### src/rtl/keypad_entry.sv
`default_nettype none
// ============================================================================
// Module   : keypad_entry
// Summary  : 4x4 matrix keypad scanner with debounce, key decode and
//            packed-BCD operand assembly for the calculator datapath.
// Revision : 1.0 - initial release
// ============================================================================
module keypad_entry #(
    parameter int SCAN_DIV        = 16,
    parameter int DEBOUNCE_CYCLES = 1000,
    parameter int MAX_DIGITS      = 3
) (
    input  logic        clk,
    input  logic        rst,
    input  logic [3:0]  col,
    output logic [3:0]  row,
    output logic        key_valid,
    output logic [3:0]  key_code,
    output logic [15:0] num,
    output logic [2:0]  digit_count,
    output logic        num_valid
);

    localparam int c_CNT_MAX = (SCAN_DIV > DEBOUNCE_CYCLES) ? SCAN_DIV : DEBOUNCE_CYCLES;
    localparam int c_CNT_W   = $clog2(c_CNT_MAX + 1);

    localparam logic [c_CNT_W-1:0] c_CNT_ZERO  = '0;
    localparam logic [c_CNT_W-1:0] c_CNT_ONE   = c_CNT_W'(1);
    localparam logic [c_CNT_W-1:0] c_SCAN_LAST = c_CNT_W'(SCAN_DIV - 1);
    localparam logic [c_CNT_W-1:0] c_DB_LAST   = c_CNT_W'(DEBOUNCE_CYCLES - 1);
    localparam logic [2:0]         c_MAX_DIG   = 3'(MAX_DIGITS);

    localparam logic [3:0] c_KEY_STAR = 4'hE;
    localparam logic [3:0] c_KEY_HASH = 4'hF;

    typedef enum logic [1:0] {
        ST_SCAN     = 2'd0,
        ST_DEBOUNCE = 2'd1,
        ST_PRESSED  = 2'd2,
        ST_RELEASE  = 2'd3
    } state_t;

    state_t               r_state;
    logic [c_CNT_W-1:0]   r_cnt;
    logic [3:0]           r_col_meta;
    logic [3:0]           r_col_s;
    logic [3:0]           r_row;
    logic [1:0]           r_row_idx;
    logic [1:0]           r_key_row;
    logic [1:0]           r_key_col;
    logic                 r_key_valid;
    logic [3:0]           r_key_code;
    logic [15:0]          r_num;
    logic [2:0]           r_digit_count;
    logic                 r_num_valid;
    logic                 r_done;

    logic [1:0]           w_low_col;
    logic [15:0]          w_base_num;
    logic [2:0]           w_base_cnt;

    function automatic logic [3:0] f_decode(input logic [1:0] r, input logic [1:0] c);
        logic [3:0] code;
        case ({r, c})
            4'b00_00: code = 4'h1;
            4'b00_01: code = 4'h2;
            4'b00_10: code = 4'h3;
            4'b00_11: code = 4'hA;
            4'b01_00: code = 4'h4;
            4'b01_01: code = 4'h5;
            4'b01_10: code = 4'h6;
            4'b01_11: code = 4'hB;
            4'b10_00: code = 4'h7;
            4'b10_01: code = 4'h8;
            4'b10_10: code = 4'h9;
            4'b10_11: code = 4'hC;
            4'b11_00: code = 4'hE;
            4'b11_01: code = 4'h0;
            4'b11_10: code = 4'hF;
            default:  code = 4'hD;
        endcase
        return code;
    endfunction

    // Columns are pulled up, so the idle synchronizer value is all ones.
    always_ff @(posedge clk or negedge rst) begin
        if (!rst) begin
            r_col_meta <= 4'hF;
            r_col_s    <= 4'hF;
        end else begin
            r_col_meta <= col;
            r_col_s    <= r_col_meta;
        end
    end

    always_comb begin
        w_low_col = 2'd3;
        if (!r_col_s[0])      w_low_col = 2'd0;
        else if (!r_col_s[1]) w_low_col = 2'd1;
        else if (!r_col_s[2]) w_low_col = 2'd2;
    end

    always_ff @(posedge clk or negedge rst) begin
        if (!rst) begin
            r_state     <= ST_SCAN;
            r_cnt       <= c_CNT_ZERO;
            r_row       <= 4'b1110;
            r_row_idx   <= 2'd0;
            r_key_row   <= 2'd0;
            r_key_col   <= 2'd0;
            r_key_valid <= 1'b0;
            r_key_code  <= 4'h0;
        end else begin
            r_key_valid <= 1'b0;
            case (r_state)
                ST_SCAN: begin
                    if (r_cnt == c_SCAN_LAST) begin
                        r_cnt <= c_CNT_ZERO;
                        if (r_col_s != 4'hF) begin
                            r_key_row <= r_row_idx;
                            r_key_col <= w_low_col;
                            r_state   <= ST_DEBOUNCE;
                        end else begin
                            r_row_idx <= r_row_idx + 2'd1;
                            r_row     <= {r_row[2:0], r_row[3]};
                        end
                    end else begin
                        r_cnt <= r_cnt + c_CNT_ONE;
                    end
                end
                ST_DEBOUNCE: begin
                    // A bounce back high abandons the press; the same row is rescanned.
                    if (r_col_s[r_key_col]) begin
                        r_cnt   <= c_CNT_ZERO;
                        r_state <= ST_SCAN;
                    end else if (r_cnt == c_DB_LAST) begin
                        r_cnt   <= c_CNT_ZERO;
                        r_state <= ST_PRESSED;
                    end else begin
                        r_cnt <= r_cnt + c_CNT_ONE;
                    end
                end
                ST_PRESSED: begin
                    r_key_valid <= 1'b1;
                    r_key_code  <= f_decode(r_key_row, r_key_col);
                    r_cnt       <= c_CNT_ZERO;
                    r_state     <= ST_RELEASE;
                end
                ST_RELEASE: begin
                    if (r_col_s != 4'hF) begin
                        r_cnt <= c_CNT_ZERO;
                    end else if (r_cnt == c_DB_LAST) begin
                        r_cnt     <= c_CNT_ZERO;
                        r_state   <= ST_SCAN;
                        r_row_idx <= r_row_idx + 2'd1;
                        r_row     <= {r_row[2:0], r_row[3]};
                    end else begin
                        r_cnt <= r_cnt + c_CNT_ONE;
                    end
                end
                default: begin
                    r_cnt   <= c_CNT_ZERO;
                    r_state <= ST_SCAN;
                end
            endcase
        end
    end

    // A digit after a completed operand starts a fresh one.
    assign w_base_num = r_done ? 16'h0000 : r_num;
    assign w_base_cnt = r_done ? 3'd0     : r_digit_count;

    always_ff @(posedge clk or negedge rst) begin
        if (!rst) begin
            r_num         <= 16'h0000;
            r_digit_count <= 3'd0;
            r_num_valid   <= 1'b0;
            r_done        <= 1'b0;
        end else begin
            r_num_valid <= 1'b0;
            if (r_key_valid) begin
                if (r_key_code <= 4'h9) begin
                    r_done <= 1'b0;
                    if (w_base_cnt < c_MAX_DIG) begin
                        r_num         <= {w_base_num[11:0], r_key_code};
                        r_digit_count <= w_base_cnt + 3'd1;
                    end else begin
                        r_num         <= w_base_num;
                        r_digit_count <= w_base_cnt;
                    end
                end else if (r_key_code == c_KEY_STAR) begin
                    r_num         <= 16'h0000;
                    r_digit_count <= 3'd0;
                    r_done        <= 1'b0;
                end else if (r_key_code == c_KEY_HASH) begin
                    if ((r_digit_count != 3'd0) && !r_done) begin
                        r_num_valid <= 1'b1;
                        r_done      <= 1'b1;
                    end
                end
            end
        end
    end

    assign row         = r_row;
    assign key_valid   = r_key_valid;
    assign key_code    = r_key_code;
    assign num         = r_num;
    assign digit_count = r_digit_count;
    assign num_valid   = r_num_valid;

endmodule
`default_nettype wire

### config.mk
export PLATFORM = sky130hd
export DESIGN_NAME = keypad_entry
export DESIGN_NICKNAME = d
export VERILOG_FILES = /design/src/rtl/keypad_entry.sv
export SDC_FILE = /design/constraint.sdc
export NUM_CORES = 1
export LEC_CHECK = 0
export BUFFER_PORTS_ARGS = -buffer_cell sky130_fd_sc_hd__clkbuf_2
export CORE_AREA = 4 4 111 86
export DETAILED_ROUTE_END_ITERATION = 6
export DIE_AREA = 0 0 115 90
export SLEW_MARGIN = 10
export SYNTH_ARGS = -nofsm -noshare
export SYNTH_HDL_FRONTEND = slang
export SYNTH_SLANG_ARGS = --single-unit
### constraint.sdc
create_clock -name clk -period 2.4 [get_ports clk]
set_input_delay 0.6 -clock clk [delete_from_list [all_inputs] [get_ports clk]]
set_output_delay 0.6 -clock clk [all_outputs]
set_load 0.03 [all_outputs]
# [Word level (Yosys, flattened, before mapping)]
# Memory sizes are Yosys's and may differ from the RTL's. A register that Yosys moved wholly into a read port is not among the register bits.
# Index checks and enable logic that the tools add are counted.
[classes] muxes=45 n_eq_ne=15 magnitude_cmp=3 n_addsub=3 n_reduce_logical=15
[op_table] op="$mux W16" count=4
[op_table] op="$mux W10" count=4
[op_table] op="$pmux W10 S4" count=1
[op_table] op="$mux W2" count=12
[op_table] op="$mux W4" count=4
[op_table] op="$mux W1" count=12
[op_table] op="$mux W3" count=4
[op_table] op="$add A10 B1 Y10 const B" count=1
[op_table] op="$eq A10 B10 Y1 const B" count=1
[op_table] op="$eq A10 B4 Y1 const B" count=1
[op_table] op="$ne A2 B2 Y1 const B" count=5
[op_table] op="$reduce_and A5 Y1" count=2
[op_table] op="$reduce_and A3 Y1" count=3
[op_table] op="$reduce_bool A3 Y1" count=3
[op_table] op="$eq A4 B4 Y1 const B" count=2
[op_table] op="$pmux W2 S4" count=1
[op_table] op="$pmux W4 S2" count=1
[op_table] op="$eq A2 B2 Y1 const B" count=2
[op_table] op="$le A4 B4 Y1 const B" count=1
[op_table] op="$ne A4 B4 Y1 const B" count=1
[op_table] op="$pmux W2 S2" count=1
[op_table] op="$reduce_bool A2 Y1" count=2
[op_table] op="$add A3 B1 Y3 const B" count=1
[op_table] op="$lt A2 B3 Y1 const B" count=1
[op_table] op="other kinds (10)" count=11
[totals] input_bits=6 mem_count=1 out_inout_bits=29 register_bits=52 mem_bits_ro=64 word_cells=96
[mem_list] memory="(no name shown)" words=16 width=4 read_ports=1 rd_ports_with_merged_regs=1 write_ports=0 line_no="64" source="case ({r, c})"

# [Depth between registers and ports, before layout]
[depth] depth_word=7 mapped_depth=6 mapped_depth_nobuf=5

# [Worst setup path after synthesis]
# OpenSTA, ideal clock, no wires.
[synth_timing] path_kind="flip-flop to flip-flop" from="reg r_cnt[7]" to="reg r_row[0], in the netlist row[0]" stages_incl_launch_ff=5 setup_slack_ns=0.574 arrival_time_ns=1.699 t_required_ns=2.272 setup_ns=0.128 path_buffers=0 synth_period_minus_slack_ns=1.826 path_cell_list="dfrtp_1 -> or4_4 -> nor4_4 -> nor2_2 -> mux2_1"
[synth_via] elab_chain_len=3 word_cells_on_any_way=5 cone_classes="4 x eq/ne; 1 x reduce/logical"
[synth_lines] item="start: declaration" line_no="44" source="logic [c_CNT_W-1:0] r_cnt;"
[synth_lines] item="start signal: assignment" line_no="106" source="r_cnt <= c_CNT_ZERO;"
[synth_lines] item="start signal: assignment" line_no="118" source="r_cnt <= c_CNT_ZERO;"
[synth_lines] item="start signal: assignment" line_no="128" source="r_cnt <= r_cnt + c_CNT_ONE;"
[synth_lines] item="$eq A10 B10 Y1 / $eq A10 B4 Y1 (equally long branches)" line_no="152, 117"
[synth_lines] item="$ne A2 B2 Y1 (no line)"
[synth_lines] item="$reduce_and A5 Y1 (no line) (*)"
[synth_lines] item="end signal: assignment" line_no="125" source="r_row <= {r_row[2:0], r_row[3]};"
[synth_lines] item="end signal: assignment" line_no="156" source="r_row <= {r_row[2:0], r_row[3]};"
[synth_lines] item="end: declaration" line_no="47" source="logic [3:0] r_row;"
# Mark *: on every way between the ends. The rest lies on a longest branch, timed or not.
# A chain may end at the register's enable or synchronous reset.

# [Worst setup path after layout]
[layout_timing] from="reg r_col_s[0]" to="reg r_row[0], in the netlist row[0]"
[layout_via] elab_chain_len=3 word_cells_on_any_way=4 cone_classes="3 x eq/ne; 1 x reduce/logical"
[layout_lines] item="start: declaration" line_no="46" source="logic [3:0] r_col_s;"
[layout_lines] item="start signal: assignment" line_no="92" source="r_col_s <= r_col_meta;"
[layout_lines] item="$ne A4 B4 Y1 (*)" line_no="119, 150"
[layout_lines] item="$ne A2 B2 Y1 (no line)"
[layout_lines] item="$reduce_and A5 Y1 (no line) (*)"
# Marked as above.

==> summary.txt <==
Run
  • Max cap viols: 0

Synth
  • Post-synthesis sequential area ratio: 0.567
  • Synth Net Count: 221
  • Distinct cells, synth: 45
  • Mapped cell area: 2490 µm²
  • EDFF count, synth: 0
  • Register bit count reported by yosys: 56
  • Yosys Warn Count: 0
  • Async SR Flop Fraction: 1.00
  • Syn avg cell area: 11.9 µm²
  • Post-Syn Instances: 209
  • Main synth FF type: dfrtp_1

Clock network
  • Total clock sinks: 56
  • Skew-Pair Late Insertion Delay: 0.30 ns
  • Total CTS buffers: 5
  • Worst-path clk slew: 0.07 ns
  • Max H-tree Level: 2
  • Cts hold-fix bufs: 0
  • TritonCTS clock tree: built
  • Setup bufs post-CTS: 0
  • Clock Tree Buf Depth: 2
  • Post-CTS sizing: 0
  • CTS root buf: clkbuf_16

Drt
  • # DRC: 0
  • Antenna Nets Post-Route: 0
  • DRT Wirelength: 4950 µm
  • WL per Instance: 14.0 µm
  • DR vias/cell: 4.88
  • Via count: 1,722
  • DRT iter0 DRCs: 154
  • Number of detailed-route iterations in the first pass: 4

Setup path
  • Worst-path fanout max: 5
  • Worst EP required: 2.58 ns
  • Critical Path Slowest Stage Cell: nor4_1
  • WP data arrival: 2.20 ns
  • Largest delay share family, worst path: simple AND/OR/NAND/NOR gates
  • Slowest cell delay on critical path: 0.57 ns
  • Worst-path cell chain: nand4_1 -> nor4_1 -> nor2_2 -> mux2_1
  • Setup crit start kind: flop
  • CP Capture Type: flop
  • Buf/Inv on CP: 0
  • Kind of critical path: flop to flop

Timing
  • Worst-margin pin slew: 0.565 ns
  • Slew margin rel.: 0.620
  • RSZ-0062 raised after global routing: no
  • Fin. Hold Viols: 0
  • Tcrit/Tclk final: 0.840
  • Fin Setup TNS: 0 ns
  • Peak Freq: 496 MHz
  • Final Setup Violations: 0
  • Max Slew Vio Count: 0
  • Worst Skew: 0.00749 ns
  • Post-route minimum period: 2.01 ns

Power and ir drop
  • IR drop worst, VDD: 472 µV
  • Total chip power: 0.00243 W
  • Part of the power in registers: 0.471
  • Pwr per Cell Area: 818 nW/µm²
  • Clk pwr share: 0.342
  • Sw Ratio: 0.292
  • Pint: 0.00172 W
  • Comb power frac: 0.188
  • LEAKAGE: 1.34 nW
  • Switching power: 0.000708 W

Final layout
  • Antenna cells: 0
  • Layout fillers: 822
  • Area Overhead vs Synth: 19.0%
  • Share of post-route cells with drive strength above 1: 0.257
  • # nets final: 256

Die
  • Core area: 8420 µm²
  • Row cnt: 29
  • IO Pins: 35
  • Initial core utilization: 0.296
  • DIE AREA: 10,400 µm²
  • Die Ht: 90 µm
  • Die W: 115 µm

Place
  • Gpl congestion: 0.853
  • Detailed Place HPWL: 3560 µm
  • IO buf count: 34

Global route
  • Number of global-route vias before repair: 1,666
  • Gr ovfl total: 0
  • First-pass GRT wire length: 8260 µm
  • Pin count of the biggest net entering global routing: 36
  • Total GRT Usage: 0.0974
  • Antenna violations before repair: 0

Worst hold path
  • Hold crit path type: input port to async pin

Status
  • Status: complete, no violations
## final timing paths
check | from | to | slack (ns) | cells after the start
setup / recovery | r_col_s[0] | row[0] | 0.39 | 4
hold / removal | rst | num[3] | 0.29 | 1
setup reg to reg | r_col_s[0] | row[0] | 0.39 | 4
hold reg to reg | r_col_meta[2] | r_col_s[2] | 0.36 | 0
max in group asynchronous | rst | r_col_meta[1] | 1.46 | 2
min in group clk | r_col_meta[2] | r_col_s[2] | 0.36 | 0
## synthesized netlist by cell type, types with 3 or more instances
cell      number  share of area
dfrtp_1       45           0.45
a22o_1        16          0.056
ha_1           6          0.030
nor3_1         5          0.010
mux2i_1        4          0.016
nand3_1        7          0.014
nand2_1       13          0.020
inv_1          8          0.012
nor2_1         9          0.014
dfstp_2       11           0.12
mux2_1         4          0.018
a21oi_1       10          0.020
clkbuf_1       6         0.0090
xnor2_1        9          0.032
nor3b_1        3         0.0090
o21ai_0       10          0.020
nand4_1        3         0.0075
o21a_1         3         0.0090
## registers in the layout, indices dropped and copies added (netlist names), 2 cells and up, named ones only
name	flops
r_col_s	4
r_key_col	2
r_key_row	2
r_cnt	10
key_code	4
r_col_meta	4
digit_count	3
num	16
r_row_idx	2
row	4
## power by group through the flow
stage | combinational [W] | sequential, W | clock (W)
floorplan | 0.000391 | 0.00110 | 0
global placement | 0.000448 | 0.00115 | 0
detailed placement | 0.000447 | 0.00116 | 0
CTS | 0.000460 | 0.00114 | 0.000860
global route | 0.000519 | 0.00116 | 0.000897
finish | 0.000455 | 0.00114 | 0.000829
## per-layer routing
| layer | share of wire | vias to the layer above | wire length (µm) | GRT usage |
|---|---|---|---|---|
| li1 | - | 839 | - | - |
| met2 | 0.41 | 62 | 2010 | 0.132 |
| met1 | 0.50 | 816 | 2460 | 0.144 |
| met3 | 0.088 | 5 | 437 | 0.0389 |
| met4 | 0.0081 | 0 | 40 | 0.0235 |
| met5 | 0 | - | 0 | 0 |
## placed cells by master (no fill, tap or decap), types with 5 or more instances in the layout
master,Yosys,final
dfstp_2,11,11
a21oi_1,10,10
nand2_1,13,13
o21ai_0,10,10
nand3_1,7,7
nor3_1,5,5
clkbuf_2,0,34
ha_1,6,6
nor2_1,9,9
inv_1,8,8
a22o_1,16,16
clkbuf_16,0,5
dfrtp_1,45,45
xnor2_1,9,9
## layout make-up
| class | instances | area, µm² | area share |
|---|---|---|---|
| Timing Repair Buffer | 36 | 198 | 0.0666 |
| Tap cell | 108 | 135 | 0.0456 |
| Clock inverter | 3 | 47.5 | 0.0160 |
| Multi-Input combinational cell | 137 | 1020 | 0.342 |
| Sequential cell | 56 | 1420 | 0.477 |
| Clock buffer | 5 | 125 | 0.0422 |
| Inverter | 8 | 30.0 | 0.0101 |
## metrics by stage
step	hold slack (ns)	instance area, µm²	std cells	setup slack [ns]	util
2_1_floorplan	0.304	2490	209	0.574	-
3_3_place_gp	0.347	2790	345	0.387	0.332
3_5_place_dp	0.348	2790	345	0.406	0.332
4_1_cts	0.304	2970	353	0.398	0.352
5_1_grt	0.334	2970	353	0.239	0.352
6_report	0.288	2970	353	0.385	0.352
## cells by family (layout without fill, tap and decap cells)
family          count (synthesis)  count (layout)  share of synthesized area
fa+ha+maj                       6               6                     0.0301
simple gates                   58              58                      0.138
compound gates                 52              52                      0.147
mux                            12              12                     0.0612
flops                          56              56                      0.567
xor+xnor                        9               9                     0.0316
buf+inv                        16              52                     0.0251
Note: power is estimated with default switching activity, not from simulation.
